==> config.mk <==
export PLATFORM = sky130hd
export DESIGN_NAME = junction_scheduler
export DESIGN_NICKNAME = d
export VERILOG_FILES = /design/src/rtl/junction_scheduler.sv
export SDC_FILE = /design/constraint.sdc
export NUM_CORES = 1
export LEC_CHECK = 0
export ABC_CLOCK_PERIOD_IN_PS = 8300
export CAP_MARGIN = 10
export CELL_PAD_IN_SITES_DETAIL_PLACEMENT = 1
export CELL_PAD_IN_SITES_GLOBAL_PLACEMENT = 1
export CORE_UTILIZATION = 47
export DETAILED_ROUTE_END_ITERATION = 12
export GPL_TIMING_DRIVEN = 0
export PLACE_DENSITY_LB_ADDON = 0.1
export SETUP_SLACK_MARGIN = 0.1
export SKIP_CTS_REPAIR_TIMING = 1
export SLEW_MARGIN = 25
export SYNTH_ARGS = -nofsm -noshare
export SYNTH_HDL_FRONTEND = slang
export SYNTH_SLANG_ARGS = --single-unit
==> constraint.sdc <==
create_clock -name clk -period 8.3 [get_ports clk]
set_clock_uncertainty 0.1 [all_clocks]
set_input_delay 1.245 -clock clk [delete_from_list [all_inputs] [get_ports clk]]
set_output_delay 1.245 -clock clk [all_outputs]
set_load 0.005 [all_outputs]
==> src/rtl/junction_scheduler.sv <==
// junction_scheduler: four-approach round-robin traffic light scheduler.
// Cycles GREEN -> YELLOW -> ALLRED -> GREEN. Each green lasts MIN_GREEN cycles
// and can be extended to MAX_GREEN while its own detector stays active.
// Defining the macro PED_WALK_EN adds a pedestrian WALK phase, plus the
// ped_req input and the walk output.
module junction_scheduler #(
  parameter int unsigned MIN_GREEN   = 4,
  parameter int unsigned MAX_GREEN   = 10,
  parameter int unsigned YELLOW_TIME = 3,
  parameter int unsigned ALLRED_TIME = 2,
  parameter int unsigned WALK_TIME   = 5
) (
  input  logic       clk,
  input  logic       clear,
  input  logic [3:0] req,
`ifdef PED_WALK_EN
  input  logic       ped_req,
  output logic       walk,
`endif
  output logic [7:0] light,
  output logic [1:0] cur,
  output logic [3:0] pend
);

  typedef enum logic [1:0] {
    ST_ALLRED = 2'd0,
    ST_GREEN  = 2'd1,
    ST_YELLOW = 2'd2
`ifdef PED_WALK_EN
    , ST_WALK = 2'd3
`endif
  } stateT;

  localparam logic [7:0] LP_MIN_G  = 8'(MIN_GREEN);
  localparam logic [7:0] LP_MAX_G  = 8'(MAX_GREEN);
  localparam logic [7:0] LP_YELLOW = 8'(YELLOW_TIME);
  localparam logic [7:0] LP_ALLRED = 8'(ALLRED_TIME);
`ifdef PED_WALK_EN
  localparam logic [7:0] LP_WALK   = 8'(WALK_TIME);
`endif

  stateT      r_state, w_stateNext;
  logic [7:0] r_timer, w_timerNext;
  logic [7:0] r_g, w_gNext;
  logic [7:0] r_light, w_lightNext;
  logic [1:0] r_cur, w_curNext;
  logic [1:0] r_nxt, w_nxtNext;
  logic [1:0] w_winner, w_probe;
  logic [3:0] r_pend, w_pendNext, w_curMask;
  logic       w_found, w_demand, w_pedPend, w_greenEntry;

`ifdef PED_WALK_EN
  logic r_pedPend, w_pedPendNext;
  logic r_walk, w_walkNext;
  assign w_pedPend = r_pedPend;
  assign walk      = r_walk;
`else
  assign w_pedPend = 1'b0;
`endif

  assign light = r_light;
  assign cur   = r_cur;
  assign pend  = r_pend;

  // Demand is any latched request that does not belong to the current green,
  // or a waiting pedestrian.
  assign w_curMask = 4'b0001 << r_cur;
  assign w_demand  = (|(r_pend & ~w_curMask)) | w_pedPend;

  // Round-robin search of pend, starting at cur+1. If nothing is pending,
  // the winner falls back to cur.
  always_comb begin
    w_winner = r_cur;
    w_found  = 1'b0;
    w_probe  = r_cur;
    for (int k = 1; k <= 4; k++) begin
      w_probe = r_cur + 2'(k);
      if (!w_found && r_pend[w_probe]) begin
        w_winner = w_probe;
        w_found  = 1'b1;
      end
    end
  end

  // Next-state logic: phase timers, green extension and selection of the next approach.
  always_comb begin
    w_stateNext = r_state;
    w_timerNext = r_timer;
    w_gNext     = r_g;
    w_curNext   = r_cur;
    w_nxtNext   = r_nxt;
    case (r_state)
      ST_GREEN: begin
        if (r_g < LP_MAX_G) w_gNext = r_g + 8'd1;
        if ((r_g >= LP_MIN_G) && w_demand && (!req[r_cur] || (r_g >= LP_MAX_G))) begin
          w_stateNext = ST_YELLOW;
          w_timerNext = LP_YELLOW;
          w_nxtNext   = w_winner;
        end
      end
      ST_YELLOW: begin
        if (r_timer <= 8'd1) begin
          w_stateNext = ST_ALLRED;
          w_timerNext = LP_ALLRED;
        end else begin
          w_timerNext = r_timer - 8'd1;
        end
      end
      ST_ALLRED: begin
        if (r_timer <= 8'd1) begin
`ifdef PED_WALK_EN
          if (r_pedPend) begin
            w_stateNext = ST_WALK;
            w_timerNext = LP_WALK;
          end else
`endif
          begin
            w_stateNext = ST_GREEN;
            w_curNext   = r_nxt;
            w_gNext     = 8'd1;
          end
        end else begin
          w_timerNext = r_timer - 8'd1;
        end
      end
`ifdef PED_WALK_EN
      ST_WALK: begin
        if (r_timer <= 8'd1) begin
          w_stateNext = ST_ALLRED;
          w_timerNext = LP_ALLRED;
        end else begin
          w_timerNext = r_timer - 8'd1;
        end
      end
`endif
      default: begin
        w_stateNext = ST_ALLRED;
        w_timerNext = LP_ALLRED;
      end
    endcase
  end

  // Request latching. The green approach's own detector is ignored, and a
  // clear on green entry takes priority over a set in the same cycle.
  always_comb begin
    w_greenEntry = (w_stateNext == ST_GREEN) && (r_state != ST_GREEN);
    w_pendNext   = r_pend | (req & ((r_state == ST_GREEN) ? ~w_curMask : 4'b1111));
    if (w_greenEntry) w_pendNext[r_nxt] = 1'b0;
  end

`ifdef PED_WALK_EN
  // Pedestrian latch: set by the button, cleared on entry to WALK.
  always_comb begin
    w_pedPendNext = r_pedPend | ped_req;
    if ((w_stateNext == ST_WALK) && (r_state != ST_WALK)) w_pedPendNext = 1'b0;
    w_walkNext = (w_stateNext == ST_WALK);
  end
`endif

  // Lamp pattern for the next state. It is registered so the outputs are glitch-free.
  always_comb begin
    w_lightNext = 8'h00;
    case (w_stateNext)
      ST_GREEN:  w_lightNext[{w_curNext, 1'b0} +: 2] = 2'b10;
      ST_YELLOW: w_lightNext[{w_curNext, 1'b0} +: 2] = 2'b01;
      default:   w_lightNext = 8'h00;
    endcase
  end

  // State and output registers. Clear forces an immediate all-red restart.
  always_ff @(posedge clk or posedge clear) begin
    if (clear) begin
      r_state   <= ST_ALLRED;
      r_timer   <= LP_ALLRED;
      r_g       <= 8'd0;
      r_light   <= 8'h00;
      r_cur     <= 2'd0;
      r_nxt     <= 2'd0;
      r_pend    <= 4'b0000;
`ifdef PED_WALK_EN
      r_pedPend <= 1'b0;
      r_walk    <= 1'b0;
`endif
    end else begin
      r_state   <= w_stateNext;
      r_timer   <= w_timerNext;
      r_g       <= w_gNext;
      r_light   <= w_lightNext;
      r_cur     <= w_curNext;
      r_nxt     <= w_nxtNext;
      r_pend    <= w_pendNext;
`ifdef PED_WALK_EN
      r_pedPend <= w_pedPendNext;
      r_walk    <= w_walkNext;
`endif
    end
  end

endmodule

# [Yosys cells after proc, flatten, opt, wreduce, memory -nomap -nowiden]
# Cells that the tools add are included.
[classes] addsub=6 magnitude_cmp=10 n_eq_ne=9 shift=4 mux=35 bitwise_logic=8 reduce_logical=18
[op_table] op="$mux 8" n=5
[op_table] op="$pmux 8 s2" n=2
[op_table] op="$pmux 8 s3" n=1
[op_table] op="$mux 2" n=9
[op_table] op="$and 8x8->8" n=2
[op_table] op="$shiftx 2x5->8 const A" n=2
[op_table] op="$lt 2x3->1 const B" n=5
[op_table] op="$and 4x4->4" n=3
[op_table] op="$bmux 1 s2" n=5
[op_table] op="$mux 1" n=9
[op_table] op="$add 8x1->8 const B" n=1
[op_table] op="$ge 8x3->1 const B" n=1
[op_table] op="$ge 8x4->1 const B" n=1
[op_table] op="$le 8x1->1 const B" n=1
[op_table] op="$lt 8x4->1 const B" n=1
[op_table] op="$mux 4" n=2
[op_table] op="$ne 2x2->1 const B" n=4
[op_table] op="$not 4->4" n=2
[op_table] op="$shift 2x5->8 const A" n=1
[op_table] op="$sub 8x1->8 const B" n=1
[op_table] op="$logic_and 1x1->1" n=7
[op_table] op="$pmux 2 s3" n=1
[op_table] op="$neg 3->5" n=1
[op_table] op="$add 2x2->2 const B" n=2
[op_table] op="15 further kinds" n=21
[totals] regBits=34 in_bits=6 output_inout_bits=14 wordCells=97

# [Longest topological paths before layout]
[logic_depth] ltp_word=13 mapped_depth=12

# [Worst setup path before layout]
# OpenSTA, ideal clock, no wires.
[synth_path] kind="input to register" startpoint="input port req[0]" endpoint="register r_light[0], in the netlist light[0]" setup_ps=86 arrival_ps=3024 t_required_ps=8114 path_slack_ps=5090 cell_stages=8 path_buffers=0 path_cell_list="mux2_4 -> o22ai_2 -> o21ai_1 -> nor2_1 -> a21o_1 -> ha_1 -> or4bb_1 -> nor3_1"
[synth_via] elab_chain_len=9 word_cells_on_any_way=10
[synth_rtl] item="start, declared" line="15" text="input logic [3:0] req,"
[synth_rtl] item="$bmux 1 s2 *" line="95" text="if ((r_g >= LP_MIN_G) && w_demand && (!req[r_cur] || (r_g >= LP_MAX_G))) begin"
[synth_rtl] item="$mux 1 (not written as such) *" line="95"
[synth_rtl] item="$logic_not 1->1 *" line="95"
[synth_rtl] item="$logic_or 1x1->1 *" line="95"
[synth_rtl] item="$logic_and 1x1->1 *" line="95"
[synth_rtl] item="$mux 2 *" line="95"
[synth_rtl] item="$pmux 2 s3 *" line="92" text="case (r_state)"
[synth_rtl] item="named net w_stateNext[1]" line="42" text="stateT r_state, w_stateNext;"
[synth_rtl] item="$eq 2x2->1 / $eq 2x1->1 (equally long branches)" line="163" text="case (w_stateNext)"
[synth_rtl] item="$pmux 8 s2 *" line="163"
[synth_rtl] item="named net w_lightNext[0]" line="45" text="logic [7:0] r_light, w_lightNext;"
[synth_rtl] item="end signal, assigned" line="188" text="r_light <= w_lightNext;"
[synth_rtl] item="end, declared" line="45"
# The timed path passes the listed nets; every way through them passes the cells marked *. The select of a mux whose other input is x is not followed.
# A chain may end at the register's enable or synchronous reset.

# [Worst setup path after layout]
# Same ends and word-level chain as after synthesis.

==> summary.md <==
| Metric | Value |
|---|---|
| Status | completed |
| Row count | 23 |
| Hold depth | 1 |
| Gpl congestion | 0.809 |
| Die Width | 66.8 um |
| Vias in the first global route | 1644 |
| Non-filler instance count after layout | 279 |
| Crit Path Max Fanout | 4 |
| Synth Cell Area | 0.00197 mm2 |
| Clock slew at reported path FFs | 0.08 ns |
| Slew Viols, Final | 0 |
| Drt pass-1 iters | 4 |
| Synth cell types | 52 |
| Fin Setup TNS | 0 ns |
| Average cell area after synthesis | 9.77 um2 |
| Asr flop ratio synth | 1.00 |
| CTS buffer count | 5 |
| Tcrit/Tclk final | 0.448 |
| Worst Path Required | 8.39 ns |
| RSZ-0062 raised after global routing | false |
| RR Endpoint | light[0]$_DFF_PP0_ |
| Final setup fails | 0 |
| Setup Crit Path Kind | in2reg |
| Initial Util | 0.490 |
| Mapped Cells | 202 |
| Syn_nets | 224 |
| DRC | 0 |
| Core Util, Final | 0.573 |
| R2R Setup Slk | 4.99 ns |
| Boundary Pins | 20 |
| Final instance area | 0.00231 mm2 |
| Fmax | 269 MHz |
| Nets | 250 |
| Kind of cell adding the most delay to the critical path | simple AND/OR/NAND/NOR gates |
| Clock root cell | clkbuf_8 |
| CP Capture Type | flop |
| Largest net degree at the start of global routing | 35 |
| Antenna viol nets, final | 0 |
| Remaining Overflow, GRT | 0 |
| Number of clock sinks | 34 |
| DR iter-0 viols | 103 |
| Via density | 5.72 |
| Vias | 1595 |
| Crit-path cells | clkdlybuf4s50_1 -> mux2_4 -> o22ai_2 -> o21ai_1 -> nor2_1 -> a21o_1 -> ha_1 -> or4bb_1 -> nor3_1 |
| Worst Max-Slew Pin Slew | 0.706 ns |
| CP bufs+invs | 1 |
| Max rail drop VDD | 142 uV |
| Power Density | 336 mW/mm2 |
| Critical R2R Launch | cur[1]$_DFF_PP0_ |
| Maxcap violations | 0 |
| Clk_lat worst skew | 0.29 ns |
| TritonCTS clock tree | built |
| H-tree Lvls | 2 |
| Placed cells | 271 |
| Min-delay src | r_g[7]$_DFFE_PP0P_ |
| Port Buf Inserts | 19 |
| Diode count | 0 |
| Hold Path End | r_g[7]$_DFFE_PP0P_ |
| Register area share after synthesis | 0.432 |
| Startpoint types | input port |
| CP max stage delay | 0.54 ns |
| Hold Path Class | reg2reg |
| Maximum clock path buffer count | 2 |
| Leak | 1.04 nW |
| Worst setup margin | 4.58 ns |
| First-pass GRT wire length | 7770 um |
| Ys Warns | 0 |
| Register bit count reported by yosys | 34 |
| DRT Wirelength | 4710 um |
| GRT Overall Usage | 0.240 |
| Share of layout cells above drive strength 1 | 0.114 |
| Area growth from synthesis to layout | 17.0% |
| Die height | 66.8 um |
| Max_slew headroom | 0.529 |
| CORE AREA | 0.00403 mm2 |
| Hold Violations, Final | 0 |
| Worst reg-to-reg path cell count | 11 |
| Min Tclk post-route | 3.72 ns |
| Final HPWL DP | 3500 um |
| Initial antenna violation count | 0 |
| WP data arrival | 3.81 ns |
| Post-synth EDFFs | 0 |
| Area after DPL | 0.00223 mm2 |
| Post-Place Setup Slack | 4.31 ns |
| Most frequently used flop master after synthesis | dfrtp_1 |
| CP max-delay cell | or4bb_1 |
| Per-cell routed wire length | 16.9 um |
| Die Area | 0.00446 mm2 |
[power by group]
group          switching, mW  internal (mW)  total, mW
registers             0.0566          0.211      0.268
clock network         0.0592         0.0581      0.117
logic                  0.224          0.168      0.391
[worst max-delay path by stage]
stage           start                  to  slack (ns)  cells past startpoint
5_1_grt        req[0]  light[0]$_DFF_PP0_        4.47                      9
6_report       req[0]  light[0]$_DFF_PP0_        4.58                      9
2_1_floorplan  req[0]  light[0]$_DFF_PP0_        5.09                      8
4_1_cts        req[0]  light[0]$_DFF_PP0_        4.59                      9
3_3_place_gp   req[0]  light[1]$_DFF_PP0_        4.43                      9
3_5_place_dp   req[0]  light[0]$_DFF_PP0_        4.31                      9
[cell type report]
cell class / count / area [um2]
fillers: 480 / 1720
multi-input cells: 148 / 1030
flip-flops and latches: 34 / 852
repair buffers: 19 / 190
clock buffers: 6 / 72.6
well taps: 50 / 62.6
inverters: 15 / 58.8
plain buffers: 5 / 30.0
clock inverters: 2 / 10.0
[cell usage after synthesis (4+ instances only)]
cell,number,area (um2)
a21oi_1,16,80.1
and2_1,4,25.0
dfrtp_1,33,826
ha_1,16,200
inv_1,13,48.8
nand2_1,13,48.8
nand2b_1,6,37.5
nand3_1,5,25.0
nor2_1,26,97.6
nor3_1,7,35.0
nor4_1,4,25.0
o21ai_0,4,20.0
[state kept, by name (all words and copies together) (netlist names)]
signal,flops
r_timer,8
cur,2
r_g,8
light,8
pend,4
r_state,2
r_nxt,2
[per-stage QoR]
stage                     power, mW  hold WS (ns)
after CTS                     0.784         0.418
after global placement        0.625         0.390
after floorplan               0.541         0.374
after detailed placement      0.660         0.397
after global routing          0.838         0.439
final                         0.776         0.413
[cells in the final DEF (no fill, tap or decap), drive strengths merged, types with 2 or more instances in the layout]
| cell | count |
|---|---|
| nor4 | 6 |
| nand3b | 3 |
| o21ai | 6 |
| a41oi | 2 |
| and2 | 4 |
| mux2 | 5 |
| o22ai | 4 |
| nand2b | 6 |
| ha | 16 |
| a21oi | 16 |
| and4 | 2 |
| and3 | 2 |
| nor2 | 26 |
| nand2 | 13 |
| clkinv | 2 |
| dfrtp | 33 |
| nor3 | 9 |
| buf | 2 |
| clkdlybuf4s50 | 19 |
| inv | 15 |
| mux2i | 3 |
| nand3 | 5 |
| clkbuf | 9 |
| nor2b | 2 |
[layer usage]
metal  global-route usage  wire (um)
met1                0.287       2110
met2                0.413       2370
met3               0.0582        158
met4               0.0878         68
met5                    0          0
[cells by family (layout without fill, tap and decap cells)]
logic type	count (synthesis)	count (layout)	synth area share
adders and majority gates	16	16	0.101
AOI/OAI and AO/OA	38	38	0.134
xor gates and xnor gates	1	1	0.00444
DFF	34	34	0.432
muxes	8	8	0.0457
and+or+nand+nor	85	85	0.238
buffers and inverters	20	47	0.0450
Power figures use the tool's default switching activity.
